<file path="src/rtl/audio_sample_feeder_pkg.sv">
`default_nettype none
// ============================================================================
// audio_pkg : register map, FSM states and saturating volume scale
// Rev 1.0
// ============================================================================
package audio_pkg;

  localparam logic [1:0] ADDR_DATA     = 2'd0;
  localparam logic [1:0] ADDR_CTRL     = 2'd1;
  localparam logic [1:0] ADDR_STATUS   = 2'd2;
  localparam logic [1:0] ADDR_UNDERRUN = 2'd3;

  localparam logic [7:0]         VOL_UNITY = 8'd128;
  localparam logic signed [15:0] SAT_MAX   = 16'sh7FFF;
  localparam logic signed [15:0] SAT_MIN   = 16'sh8000;

  typedef enum logic [1:0] {
    ST_IDLE  = 2'd0,
    ST_SCALE = 2'd1,
    ST_SEND  = 2'd2
  } state_e;

  typedef struct packed {
    logic [15:0] left;
    logic [15:0] right;
  } frame_t;

  // Signed sample times unsigned volume; the 25-bit product cannot overflow.
  function automatic logic signed [15:0] scale_sat(input logic signed [15:0] sample,
                                                   input logic [7:0]         vol,
                                                   input int                 shift);
    logic signed [24:0] prod;
    prod = 25'(sample) * $signed({17'd0, vol});
    prod = prod >>> shift;
    if (prod > 25'(SAT_MAX)) return SAT_MAX;
    if (prod < 25'(SAT_MIN)) return SAT_MIN;
    return prod[15:0];
  endfunction

endpackage
`default_nettype wire

</file>
<file path="src/rtl/audio_sample_feeder_if.sv">
`default_nettype none
// ============================================================================
// audio_sample_feeder_if : Avalon-MM slave bus plus left/right sample streams
// Rev 1.0
// ============================================================================
interface audio_sample_feeder_if;
  logic        chipselect;
  logic        write;
  logic        read;
  logic [1:0]  address;
  logic [31:0] writedata;
  logic [31:0] readdata;
  logic [15:0] left_data;
  logic [15:0] right_data;
  logic        left_valid;
  logic        right_valid;
  logic        left_ready;
  logic        right_ready;

  modport master (
    output chipselect, write, read, address, writedata, left_ready, right_ready,
    input  readdata, left_data, right_data, left_valid, right_valid
  );

  modport slave (
    input  chipselect, write, read, address, writedata, left_ready, right_ready,
    output readdata, left_data, right_data, left_valid, right_valid
  );
endinterface
`default_nettype wire

</file>
<file path="src/rtl/audio_sample_feeder_fifo.sv">
`default_nettype none
// ============================================================================
// sample_fifo : synchronous show-ahead FIFO, power-of-two depth
// Rev 1.0
// ============================================================================
module sample_fifo #(
  parameter int DEPTH = 16,
  parameter int WIDTH = 32
) (
  input  logic                     clk,
  input  logic                     reset_n,
  input  logic                     push,
  input  logic                     pop,
  input  logic [WIDTH-1:0]         wdata,
  output logic [WIDTH-1:0]         rdata,
  output logic                     full,
  output logic                     empty,
  output logic [$clog2(DEPTH):0]   level
);

  localparam int             AW         = $clog2(DEPTH);
  localparam logic [AW:0]    FULL_LEVEL = (AW+1)'(DEPTH);

  logic [AW-1:0]   wr_ptr_q, wr_ptr_d;
  logic [AW-1:0]   rd_ptr_q, rd_ptr_d;
  logic [AW:0]     count_q, count_d;
  logic [WIDTH-1:0] mem_q [DEPTH];
  logic            push_ok, pop_ok;

  assign full  = (count_q == FULL_LEVEL);
  assign empty = (count_q == '0);
  assign level = count_q;
  assign rdata = mem_q[rd_ptr_q];

  // Full is judged on the registered count, so a push into a full FIFO is
  // dropped even when a pop happens in the same cycle.
  always_comb begin
    push_ok  = push && !full;
    pop_ok   = pop && !empty;
    wr_ptr_d = wr_ptr_q + AW'(push_ok);
    rd_ptr_d = rd_ptr_q + AW'(pop_ok);
    count_d  = count_q + (AW+1)'(push_ok) - (AW+1)'(pop_ok);
  end

  always_ff @(posedge clk) begin
    if (push_ok) mem_q[wr_ptr_q] <= wdata;
  end

  always_ff @(posedge clk or negedge reset_n) begin
    if (!reset_n) begin
      wr_ptr_q <= '0;
      rd_ptr_q <= '0;
      count_q  <= '0;
    end else begin
      wr_ptr_q <= wr_ptr_d;
      rd_ptr_q <= rd_ptr_d;
      count_q  <= count_d;
    end
  end

endmodule
`default_nettype wire

</file>
<file path="src/rtl/audio_sample_feeder.sv">
`default_nettype none
// ============================================================================
// audio_sample_feeder : Avalon-MM sample FIFO feeding volume-scaled L/R streams
// Rev 1.0
// ============================================================================
module audio_sample_feeder
  import audio_pkg::*;
#(
  parameter int FIFO_DEPTH = 16,
  parameter int VOL_SHIFT  = 7
) (
  input  logic                  clk,
  input  logic                  reset_n,
  audio_sample_feeder_if.slave  bus
);

  localparam int LW = $clog2(FIFO_DEPTH) + 1;

  logic          wr_en, rd_en, push, pop, load_silence;
  logic          fifo_full, fifo_empty;
  logic [LW-1:0] fifo_level;
  frame_t        fifo_frame;

  logic          enable_q, enable_d;
  logic [7:0]    volume_q, volume_d;
  logic          overflow_q, overflow_d;
  logic [15:0]   underrun_q, underrun_d;
  logic [31:0]   readdata_q, readdata_d;
  state_e        state_q, state_d;
  logic [15:0]   left_q, left_d, right_q, right_d;
  logic          left_valid_q, left_valid_d, right_valid_q, right_valid_d;

  sample_fifo #(.DEPTH(FIFO_DEPTH), .WIDTH(32)) u_fifo (
    .clk     (clk),
    .reset_n (reset_n),
    .push    (push),
    .pop     (pop),
    .wdata   (bus.writedata),
    .rdata   (fifo_frame),
    .full    (fifo_full),
    .empty   (fifo_empty),
    .level   (fifo_level)
  );

  always_comb begin
    wr_en      = bus.chipselect && bus.write;
    rd_en      = bus.chipselect && bus.read;
    push       = wr_en && (bus.address == ADDR_DATA);
    enable_d   = enable_q;
    volume_d   = volume_q;
    overflow_d = overflow_q;
    underrun_d = underrun_q;
    readdata_d = readdata_q;

    if (push && fifo_full) overflow_d = 1'b1;
    if (wr_en && bus.address == ADDR_CTRL) begin
      enable_d = bus.writedata[0];
      volume_d = bus.writedata[15:8];
    end
    if (wr_en && bus.address == ADDR_STATUS) overflow_d = 1'b0;
    if (load_silence && underrun_q != 16'hFFFF) underrun_d = underrun_q + 16'd1;
    if (wr_en && bus.address == ADDR_UNDERRUN) underrun_d = '0;

    if (rd_en) begin
      case (bus.address)
        ADDR_CTRL:     readdata_d = {16'd0, volume_q, 7'd0, enable_q};
        ADDR_STATUS:   readdata_d = {21'd0, overflow_q, fifo_full, fifo_empty, 8'(fifo_level)};
        ADDR_UNDERRUN: readdata_d = {16'd0, underrun_q};
        default:       readdata_d = '0;
      endcase
    end
  end

  // Enable only gates starting a frame; a frame already popped always finishes.
  always_comb begin
    state_d       = state_q;
    left_d        = left_q;
    right_d       = right_q;
    left_valid_d  = left_valid_q;
    right_valid_d = right_valid_q;
    pop           = 1'b0;
    load_silence  = 1'b0;
    case (state_q)
      ST_IDLE: begin
        if (enable_q && !fifo_empty) begin
          pop     = 1'b1;
          left_d  = fifo_frame.left;
          right_d = fifo_frame.right;
          state_d = ST_SCALE;
        end else if (enable_q && bus.left_ready && bus.right_ready) begin
          load_silence  = 1'b1;
          left_d        = '0;
          right_d       = '0;
          left_valid_d  = 1'b1;
          right_valid_d = 1'b1;
          state_d       = ST_SEND;
        end
      end
      ST_SCALE: begin
        left_d        = scale_sat(left_q, volume_q, VOL_SHIFT);
        right_d       = scale_sat(right_q, volume_q, VOL_SHIFT);
        left_valid_d  = 1'b1;
        right_valid_d = 1'b1;
        state_d       = ST_SEND;
      end
      ST_SEND: begin
        if (left_valid_q && bus.left_ready)   left_valid_d  = 1'b0;
        if (right_valid_q && bus.right_ready) right_valid_d = 1'b0;
        if (!left_valid_d && !right_valid_d)  state_d       = ST_IDLE;
      end
      default: state_d = ST_IDLE;
    endcase
  end

  always_ff @(posedge clk or negedge reset_n) begin
    if (!reset_n) begin
      enable_q      <= 1'b0;
      volume_q      <= VOL_UNITY;
      overflow_q    <= 1'b0;
      underrun_q    <= '0;
      readdata_q    <= '0;
      state_q       <= ST_IDLE;
      left_q        <= '0;
      right_q       <= '0;
      left_valid_q  <= 1'b0;
      right_valid_q <= 1'b0;
    end else begin
      enable_q      <= enable_d;
      volume_q      <= volume_d;
      overflow_q    <= overflow_d;
      underrun_q    <= underrun_d;
      readdata_q    <= readdata_d;
      state_q       <= state_d;
      left_q        <= left_d;
      right_q       <= right_d;
      left_valid_q  <= left_valid_d;
      right_valid_q <= right_valid_d;
    end
  end

  assign bus.readdata    = readdata_q;
  assign bus.left_data   = left_q;
  assign bus.right_data  = right_q;
  assign bus.left_valid  = left_valid_q;
  assign bus.right_valid = right_valid_q;

endmodule
`default_nettype wire

</file>
<file path="src/flat_wrapper.sv">
// flat-port wrapper written by rule: the top's interface ports become plain ports
module audio_sample_feeder_flat import audio_pkg::*;
#(
  parameter int FIFO_DEPTH = 16,
  parameter int VOL_SHIFT  = 7
)
  (clk, reset_n, bus_chipselect, bus_write, bus_read, bus_address, bus_writedata, bus_left_ready, bus_right_ready, bus_readdata, bus_left_data, bus_right_data, bus_left_valid, bus_right_valid);
  audio_sample_feeder_if bus_i ();
  input  logic clk;
  input  logic reset_n;
  input wire logic [$bits(bus_i.chipselect)-1:0] bus_chipselect;
  input wire logic [$bits(bus_i.write)-1:0] bus_write;
  input wire logic [$bits(bus_i.read)-1:0] bus_read;
  input wire logic [$bits(bus_i.address)-1:0] bus_address;
  input wire logic [$bits(bus_i.writedata)-1:0] bus_writedata;
  input wire logic [$bits(bus_i.left_ready)-1:0] bus_left_ready;
  input wire logic [$bits(bus_i.right_ready)-1:0] bus_right_ready;
  output wire logic [$bits(bus_i.readdata)-1:0] bus_readdata;
  output wire logic [$bits(bus_i.left_data)-1:0] bus_left_data;
  output wire logic [$bits(bus_i.right_data)-1:0] bus_right_data;
  output wire logic [$bits(bus_i.left_valid)-1:0] bus_left_valid;
  output wire logic [$bits(bus_i.right_valid)-1:0] bus_right_valid;
  assign bus_i.chipselect = bus_chipselect;
  assign bus_i.write = bus_write;
  assign bus_i.read = bus_read;
  assign bus_i.address = bus_address;
  assign bus_i.writedata = bus_writedata;
  assign bus_i.left_ready = bus_left_ready;
  assign bus_i.right_ready = bus_right_ready;
  assign bus_readdata = bus_i.readdata;
  assign bus_left_data = bus_i.left_data;
  assign bus_right_data = bus_i.right_data;
  assign bus_left_valid = bus_i.left_valid;
  assign bus_right_valid = bus_i.right_valid;
  audio_sample_feeder #(.FIFO_DEPTH(FIFO_DEPTH), .VOL_SHIFT(VOL_SHIFT)) u_core (.clk(clk), .reset_n(reset_n), .bus(bus_i));
endmodule
</file>
<file path="config.mk">
export PLATFORM = sky130hd
export DESIGN_NAME = audio_sample_feeder_flat
export DESIGN_NICKNAME = d
export VERILOG_FILES = /design/src/rtl/audio_sample_feeder_pkg.sv /design/src/rtl/audio_sample_feeder_if.sv /design/src/rtl/audio_sample_feeder_fifo.sv /design/src/rtl/audio_sample_feeder.sv /design/src/flat_wrapper.sv
export SDC_FILE = /design/constraint.sdc
export NUM_CORES = 1
export LEC_CHECK = 0
export ABC_AREA = 0
export CAP_MARGIN = 25
export CORE_ASPECT_RATIO = 0.75
export CORE_UTILIZATION = 30
export CTS_CLUSTER_DIAMETER = 30
export DETAILED_ROUTE_END_ITERATION = 8
export GPL_TIMING_DRIVEN = 0
export MAX_ROUTING_LAYER = met4
export PLACE_DENSITY = 0.48
export SLEW_MARGIN = 10
export SYNTH_ARGS = -nofsm -noshare
export SYNTH_HDL_FRONTEND = slang
export SYNTH_SLANG_ARGS = --single-unit
</file>
<file path="constraint.sdc">
create_clock -name clk -period 5.4 [get_ports clk]
set_input_delay 1.08 -clock clk [delete_from_list [all_inputs] [get_ports clk]]
set_output_delay 1.08 -clock clk [all_outputs]
set_load 0.005 [all_outputs]
</file>
After elaboration in Yosys (flattened, before gate mapping)
Memory sizes are Yosys's and may differ from the RTL's.
Index checks and enable logic that the tools add are counted.
Operators by class
  add/sub/neg operators: 5
  $mul: 2
  $lt $le $gt $ge: 4
  equality and inequality tests: 11
  mux-type cells: 47
  reduce and logical (&&, ||, !) cells: 30
Operators by type and width (count)
  $mux 16: 13
  $pmux 16 s2: 2
  $mul 16x9->25: 2
  $pmux 16 s3: 1
  $gt 18x16->1 const B: 2
  $lt 18x16->1 const B: 2
  $mux 1: 25
  $add 16x1->16 const B: 1
  $logic_and 1x1->1: 16
  $ne 16x16->1 const B: 1
  $add 4x1->4: 2
  $eq 2x2->1 const B: 3
  $mux 2: 3
  $pmux 1 s3: 2
  $pmux 2 s3: 1
  $reduce_bool 2->1: 3
  $add 5x1->5: 1
  $eq 5x5->1 const B: 1
  $logic_not 5->1: 1
  $sub 5x1->5: 1
  $eq 2x1->1 const B: 2
  $logic_not 1->1: 4
  $logic_not 2->1: 2
  $ne 2x1->1 const B: 2
  5 further kinds: 6
Word-level totals
  bits in registers: 107
  memory bits (writable): 512
  bits of input ports: 41
  output and inout port bits: 66
  word-level logic and storage cells: 113
  memories kept: 1
Memory list
  u_core.u_fifo.mem_q: words 16, bits a word 32, read ports 1, clocked after Yosys merged registers in 0, write ports 1, line audio_sample_feeder_fifo.sv:27  | logic [WIDTH-1:0] mem_q [DEPTH];

Logic depth before layout (Yosys ltp)
Gate-level depths: netlist of the first run.
  depth in word-level cells: 9
  mapped depth: 22
  depth with buffers taken out: 19

Modules after synthesis
A second synthesis of the first run with hierarchy kept.
Second synthesis, totals
  cells, all modules: 2540
  area, all modules: 33553.4 um^2
Modules (own cells, without submodules)
  sample_fifo: instances 1, cells each 996, area an instance 20292.0 um^2, seq. area each 15700.1 um^2
  audio_sample_feeder: instances 1, cells each 1544, area an instance 13261.5 um^2, seq. area each 1953.1 um^2

Worst setup path after synthesis of the first run
Ideal clock, no wire load.
  path type: flip-flop to flip-flop
  start: register u_core.volume_q[0]
  end: register u_core.right_q[14] (netlist: u_core.bus.right_data[14])
  library setup time: 0.087 ns
  arrival time: 5.311 ns
  required time: 5.313 ns
  setup slack: 0.003 ns
  cell stages (with the launch flop): 21
  path buffers: 3
  clock period less this slack: 5.397 ns
  path through: dfrtp_1 -> clkbuf_1 -> buf_1 -> nand2_1 -> fa_1 -> inv_1 -> fa_1 -> fa_1 -> inv_1 -> fa_1 -> inv_1 -> ha_1 -> a21o_1 -> a21o_1 -> a211oi_2 -> a2111oi_2 -> or4_1 -> nand3_2 -> nand3_4 -> buf_4 -> o211ai_1
Between the ends
  word-level cells in the longest chain between the ends: 8
  elaborated cells between the ends (all ways): 12
  those cells by class: mul: 1; order compare: 2; mux: 9
RTL lines
  from (decl): line audio_sample_feeder.sv:25  | logic [7:0] volume_q, volume_d;
  from (signal assigned): line audio_sample_feeder.sv:129  | volume_q <= volume_d;
  $mul 16x9->25 (*): line audio_sample_feeder_pkg.sv:33  | prod = 25'(sample) * $signed({17'd0, vol});
  $lt 18x16->1: line audio_sample_feeder_pkg.sv:36  | if (prod < 25'(SAT_MIN)) return SAT_MIN;
  $mux 1 (2 in series): line audio_sample_feeder_pkg.sv:36
  $mux 1: line audio_sample_feeder.sv:83  | case (state_q)
  $mux 16: line audio_sample_feeder_pkg.sv:37  | return prod[15:0];
  $mux 16 (*): line audio_sample_feeder_pkg.sv:36
  $pmux 16 s2 (*): line audio_sample_feeder.sv:83
  to (signal assigned): line audio_sample_feeder.sv:135  | right_q <= right_d;
  to (decl): line audio_sample_feeder.sv:30  | logic [15:0] left_q, left_d, right_q, right_d;
Mark *: on every way between the ends. The rest lies on a longest branch, timed or not. The select of a mux whose other input is x is not followed.
A chain may end at the register's enable or synchronous reset.

Worst setup path after layout of the first run
  start: register u_core.volume_q[0]
  end: register u_core.left_q[11] (netlist: u_core.bus.left_data[11])
Between the ends
  word-level cells in the longest chain between the ends: 8
  elaborated cells between the ends (all ways): 12
  those cells by class: mul: 1; order compare: 2; mux: 9
RTL lines
  $mul 16x9->25 (*): line audio_sample_feeder_pkg.sv:33
  $lt 18x16->1: line audio_sample_feeder_pkg.sv:36
  $mux 1 (2 in series): line audio_sample_feeder_pkg.sv:36
  $mux 1: line audio_sample_feeder.sv:83
  $mux 16: line audio_sample_feeder_pkg.sv:37
  $mux 16 (*): line audio_sample_feeder_pkg.sv:36
  $pmux 16 s2 (*): line audio_sample_feeder.sv:83
  to (signal assigned): line audio_sample_feeder.sv:134  | left_q <= left_d;
  to (decl): line audio_sample_feeder.sv:30
Marks and branches as above.

==> summary.md, run 1 <==
| Metric | Value |
|---|---|
| Warnings from Yosys | 0 |
| Number of ports placed on the die boundary | 107 |
| Pin count of the biggest net entering global routing | between 50 and 60 |
| Root buffer cell | clkbuf_16 |
| Cells traversed along the worst timing path | clkbuf_16 > buf_6 > nand2_1 > fa_1 > inv_1 > fa_1 > fa_1 > inv_1 > fa_1 > inv_1 > ha_4 > nor3_2 > o311a_1 > nor3_4 > buf_4 > o2111a_2 > or3_4 > o211ai_4 > buf_6 > a211o_1 |
| Number of distinct library cells after synthesis | just under 80 |
| Die height | 288.7 µm |
| Final setup TNS | 0 ns |
| Most prevalent standard cell on the critical path | fa_1 |
| Initial DRC Count | between 1500 and 2000 |
| Post-synthesis compound-gate area fraction | under 10% |
| Global route total overflow | 0 |
| Die outline width | around 380 µm |
| Share of cells above drive strength 1 | 21.85% |
| Max Cap Viol | 0 |
| Max transition margin | approximately 30% |
| Kind of cell adding the most delay to the critical path | adder cells |
| Final period utilization | about 100% |
| Fraction of synthesized cell area in xor and xnor cells | under 10% |
| Initial standard-cell utilization of the core | just over 30% |
| Run status | completed |
| Path type of the worst setup path | reg -> reg |
| Worst EP required | between 5 and 6 ns |
| Multiplexer share of the synthesized area | between 10 and 15% |
| 1st-pass router iterations | 5 |
| Number of nets still failing antenna checks after routing | 0 |
| Crit path max fanout | 5 |
| Critical Path Source Type | flip-flop |
| EDFF count, synth | a little over 500 |
| Arrival @ worst endpoint | ~6 ns |
| Top cell types by occurrence after synthesis | edfxtp_1, inv_1, fa_1 |
| Setup-violating endpoint count in the final report | 0 |
| Mean area per synthesized cell | about 14 µm² |
| Layout Skew | ~0.031 ns |
| Routability-driven placement congestion ratio | approximately 0.86 |
| Ys flop type | edfxtp_1 |
| Count of buffers from port buffering | 90 |
| Total of flip-flops plus latches after synthesis | roughly 600 |
| Std-Cell Rows | about 100 |
| Number of buffers created by CTS | 94 |
| Yosys top cell by area | edfxtp_1 |
| Clock slew seen by the registers of the worst setup and hold paths | about 0.050 ns |
| Fraction of synthesis flops using an asynchronous set or reset pin | between 10% and 20% |
| Crit Reg-Reg Startpoint | u_core.volume_q[0] |
| Count of H-tree levels built during CTS | 3 |
| Vias in the first global route | 20800 |
| Floorplan core area | around 110000 µm² |
| WP buf/inv | 7 |
| Deepest clock path buffer count | 3 |
| Path type of the worst min-delay path | in -> async |
| Slew @ Worst Pin | 1.050 ns |
| Portion of the post-synthesis area used by sequential elements | a little over half |
| Drt total wl | between 90000 and 100000 µm |
| Final net count | between 2000 and 3000 |
| RSZ-0062 raised after global routing | yes |
| Category of the worst setup path capture point | flip-flop |
| Clock latency of the later-clocked register in the worst-skew pair | between 0.6 and 0.7 ns |
| Number of antenna violations at the first check in global routing | 7 |
| Clock tree from TritonCTS | built |
| Synthesized instance count | between 2000 and 2500 |
| Final hold violations | 0 |
| HPWL reported at the end of detailed placement | between 60000 and 70000 µm |
| Most common cell in the synthesized netlist | edfxtp_1 |
| Routed wire length per instance | 23.62 µm |
| Highest Clock Rate | ~190 MHz |
| GRT Util Overall | a little under a fifth |
| Count of clock tree sinks | between 600 and 700 |
| Post-detailed-route via-to-cell ratio | 4.958 |
| Combinational family with the most area after synthesis | adder cells |
| Number of max-slew violations in the final report | 0 |
| Fraction of synthesized cell area taken by the top area cell type | between 40% and 50% |
| Simple-gate share of the synthesized area | slightly above 7% |
| Cell area after technology mapping | 32880 µm² |
| Die ar. | 111000 µm² |
| Wire length of the first global-routing pass | ~140000 µm |
| Final min period | around 5.4 ns |
| Cell at the slowest stage of the critical path | fa_1 |
| CP startpoint | u_core.volume_q[0] |
| Total DRC errors in the routed layout | 0 |
| Leading cell types by total area after synthesis | edfxtp_1, fa_1, mux4_2, dfrtp_1, ha_1 |
| Post-synthesis adder-cell area fraction | 16.28% |
| Synthesis-to-finish area growth | 25.34% |
| Delay of the slowest cell on the worst path | 0.55 ns |
| Via count | between 20000 and 25000 |
==> registers in the layout, summed over array words and instances, names as in the netlist <==
register                cells
u_core.bus.left_data       16
u_core.bus.left_valid       1
u_core.bus.readdata        16
u_core.bus.right_data      16
u_core.bus.right_valid      1
u_core.enable_q             1
u_core.overflow_q           1
u_core.state_q              2
u_core.u_fifo.level         5
u_core.u_fifo.mem_q       512
u_core.u_fifo.rd_ptr_q      4
u_core.u_fifo.wr_ptr_q      4
u_core.underrun_q          16
u_core.volume_q             8
==> area by class of cell <==
cell class / count / area (µm²)
clock inverter: 75 / 1046
inverter: 309 / 1160
antenna: 6 / 15.01
timing repair buffer: 195 / 2173
buffer: 106 / 808.3
clock buffer: 102 / 2445
fill: 10150 / 66790
tap: 1431 / 1790
multi-input combinational: 1296 / 14100
sequential: 603 / 17680
==> worst paths after layout <==
path                                             to  slack [ns]  cells after the start
min in group clk             u_core.bus.readdata[4]        0.47                      2
min                          u_core.bus.readdata[3]        0.41                      1
min reg2reg                  u_core.bus.readdata[4]        0.47                      2
max                        u_core.bus.left_data[11]       0.009                     20
max in group asynchronous  u_core.bus.right_data[9]        4.27                      2
max reg2reg                u_core.bus.left_data[11]       0.009                     20
==> routing by layer <==
layer	up-vias	track usage (%)	part of all wire [%]
met2	709	26.28	44
met1	10760	25.94	47
met4	0	4.454	1.9
met5	-	-	0
li1	8846	-	-
met3	122	4.107	7.6
==> per-stage QoR <==
stage	instance area, µm²	util (%)	worst slack (ns)	hold slack, ns	instances
final	41210	38.16	0.009184	0.4111	4123
after global routing	41210	38.16	-0.1492	0.4216	4122
after CTS	40640	37.63	-0.001771	0.3653	4084
after detailed placement	36380	33.69	-1.809	0.4711	3892
after global placement	35630	32.99	-3.328	0.4671	3851
after floorplan	32940	-	0.002739	0.4733	2330
==> repair_timing <==
item | in CTS | in global routing
hold buffers | 0 | 0
pin swaps | 23 | 23
setup endpoints to repair | 32 | 32
cloned | 2 | 3
gates resized for setup | 137 | 69
endpoints found under the hold margin | 0 | 0
buffers inserted | 28 | 30
==> cell usage in the layout (no fill, tap or decap), drive strengths merged, types with 30 or more instances in the layout <==
cell,n
xnor2,30
buf,150
mux4,124
nand2,161
a22oi,33
a21oi,66
mux2i,58
dfrtp,90
nor2,68
clkdlybuf4s50,89
o21ai,43
ha,103
fa,203
inv,311
and2,144
clkbuf,164
edfxtp,512
clkinv,41
==> logic make-up after synthesis <==
kind of cell,Yosys count
buf+inv,431
other cells,1
compound gates,254
xor+xnor,59
simple gates,466
fa+ha+maj,306
flops,603
mux,195
Power of run 1 is not shown: default switching activity piles up to over one toggle a cycle in this logic, so the estimate is an artifact.
==> run 2: changes to the inputs <==
--- a/config.mk
+++ b/config.mk
@@ -6,14 +6,14 @@
 export NUM_CORES = 1
 export LEC_CHECK = 0
 export ABC_AREA = 0
-export CAP_MARGIN = 25
 export CORE_ASPECT_RATIO = 0.75
+export CORE_MARGIN = 2
 export CORE_UTILIZATION = 30
 export CTS_CLUSTER_DIAMETER = 30
 export DETAILED_ROUTE_END_ITERATION = 8
 export GPL_TIMING_DRIVEN = 0
 export MAX_ROUTING_LAYER = met4
-export PLACE_DENSITY = 0.48
+export PLACE_DENSITY_LB_ADDON = 0.3
 export SLEW_MARGIN = 10
 export SYNTH_ARGS = -nofsm -noshare
 export SYNTH_HDL_FRONTEND = slang
==> run 2 against run 1 <==
- the flow now finishes with violations (negative setup slack)
- cell count fell by 0.17%
- fmax fell by 1.1%
- flip-flop and latch count unchanged
- worst setup slack got worse by 0.060 ns
- via count decreased by 1.4%
- clock skew increased by 0.028 ns
- global-route usage down 1.5 points
- register-to-register slack worse by 0.06 ns
- non-clock buffer count fell by 14
- largest cell class unchanged
- highest routed layer unchanged
==> summary.md, run 2 (same netlist as run 1, synthesis figures left out) <==
| Metric | Value |
|---|---|
| Path type of the worst min-delay path | in -> async |
| Count of buffers from port buffering | 90 |
| Die ar. | between 100000 and 150000 µm² |
| Routability-driven placement congestion ratio | approximately 0.86 |
| Highest Clock Rate | about 180 MHz |
| Via count | 20160 |
| Violations in the final reports | negative setup slack |
| Initial DRC Count | ~1800 |
| Root buffer cell | clkbuf_16 |
| Final Hold Slack | slightly above 0.4 ns |
| Crit path max fanout | 7 |
| 1st-pass router iterations | 5 |
| Met3 Resource Use GR | approximately 3.5% |
| Count of H-tree levels built during CTS | 3 |
| HPWL reported at the end of detailed placement | 65110 µm |
| Synthesis-to-finish area growth | 23.82% |
| Floorplan core area | 109000 µm² |
| Initial standard-cell utilization of the core | between 30% and 40% |
| Global routing's busiest layer | met1 |
| Final hold violations | 0 |
| Clock slew seen by the registers of the worst setup and hold paths | 0.05 ns |
| Share of cells above drive strength 1 | ~22% |
| Die height | about 290 µm |
| Setup-violating endpoint count in the final report | 12 |
| Clock latency of the later-clocked register in the worst-skew pair | around 0.67 ns |
| Max Cap Viol | 0 |
| Number of buffers created by CTS | 92 |
| Number of nets still failing antenna checks after routing | 0 |
| Std-Cell Rows | between 100 and 150 |
| Path type of the worst setup path | reg -> reg |
| GRT Util Overall | 16.71% |
| Die outline width | just under 400 µm |
| Number of ports placed on the die boundary | around 110 |
| Number of max-slew violations in the final report | 0 |
| Final Worst Setup Slack | -0.05110 ns |
| Vias in the first global route | approximately 21000 |
| Fraction of met1 tracks used by global routing | 24.21% |
| Slew @ Worst Pin | roughly 1.1 ns |
| Pin count of the biggest net entering global routing | 57 |
| RSZ-0062 raised after global routing | yes |
| Category of the worst setup path capture point | flip-flop |
| Max FFs per register | just over 500 |
| Worst EP required | 5.94 ns |
| Layout Skew | 0.05886 ns |
| Met2 routing resource usage after global routing | between 20% and 30% |
| Clock tree from TritonCTS | built |
| Most frequent cells in the layout | edfxtp_1, inv_1, fa_1 |
| Max transition margin | 25.69% |
| Number of antenna violations at the first check in global routing | 6 |
| Final min period | 5.451 ns |
| Post-detailed-route via-to-cell ratio | 4.898 |
| Routed wire length per instance | roughly 22 µm |
| Final net count | 2937 |
| # hold bufs at CTS | 0 |
| Final period utilization | 100.9% |
| Top reg by flops | u_core.u_fifo.mem_q |
| Total DRC errors in the routed layout | 0 |
| Count of clock tree sinks | between 600 and 700 |
| Drt total wl | approximately 92000 µm |
| Wire length of the first global-routing pass | roughly 140000 µm |
| Arrival @ worst endpoint | around 6 ns |
| Deepest clock path buffer count | 3 |
| Run status | finished, violations left |
| Most frequent standard cell in the layout excluding fill and tap cells | edfxtp_1 |
| Global route total overflow | 0 |
| Critical Path Source Type | flip-flop |
## run 2: changes by cell type in the layout (fill, tap and decap cells not counted), sizes merged
cell      previous run  this run
clkinvlp             9         7
bufinv              23         7
o21ai               43        44
inv                311       319
buf                150       146
clkinv              41        38
clkbuf             164       160
## run 2: layer usage
layer	up-vias	part of all wire, %
met4	0	1.7
met3	115	7.4
met5	-	0
met2	679	44
li1	8808	-
met1	10560	47
## run 2: final cells by class
class | instances | area [µm²]
flip-flops and latches | 603 | 17680
repair buffers | 181 | 1994
multi-input cells | 1297 | 14230
fillers | 10290 | 68330
clock inverters | 62 | 634.4
inverters | 309 | 1160
clock buffers | 108 | 2382
plain buffers | 106 | 809.5
diodes | 6 | 15.01
well taps | 1444 | 1807
## run 2: final timing paths
check                                   startpoint                         to  slack, ns  cells past startpoint
setup / recovery                u_core.volume_q[2]   u_core.bus.right_data[8]      -0.05                     20
hold / removal                             reset_n     u_core.bus.readdata[7]       0.41                      1
setup reg to reg                u_core.volume_q[2]   u_core.bus.right_data[8]      -0.05                     20
hold reg to reg            u_core.bus.readdata[14]    u_core.bus.readdata[14]       0.49                      2
max in group asynchronous                  reset_n  u_core.bus.right_data[11]       4.22                      2
min in group clk           u_core.bus.readdata[14]    u_core.bus.readdata[14]       0.49                      2
## run 2: per-stage QoR
step                      TNS, ns  utilization (%)  area, µm²  worst slack, ns  std cells
after CTS                       0            36.59      39900         0.005726       4081
after floorplan                 0                -      32940         0.002739       2330
after global routing       -2.596            37.34      40710          -0.1838       4115
after detailed placement   -46.56            33.28      36290           -1.618       3897
after global placement    -831.93            32.69      35650           -3.068       3864
final                     -0.2610            37.34      40720         -0.05110       4116
## run 2: worst max-delay path, stage by stage (launching register included)
cell       delay [ns]
dfrtp_4          0.56
clkbuf_16        0.21
nand2_2          0.06
fa_1             0.54
inv_1            0.05
fa_1             0.44
fa_1             0.51
inv_1            0.05
fa_1             0.48
inv_1            0.06
ha_4             0.25
a21o_1           0.18
a21o_1           0.18
a211oi_4         0.30
a2111oi_4        0.14
or4_4            0.57
nand3_4          0.13
buf_6            0.12
nand3_4          0.14
clkbuf_16        0.23
o211ai_1         0.08
## run 2: timing repair
action                     CTS  global route
pin swaps                   13            83
gates cloned                 2             4
setup buffers               26            27
resized for setup          105           136
setup endpoints to repair   32            31
hold endpoints to repair     0             0
Power of run 2 is left out for the same reason.
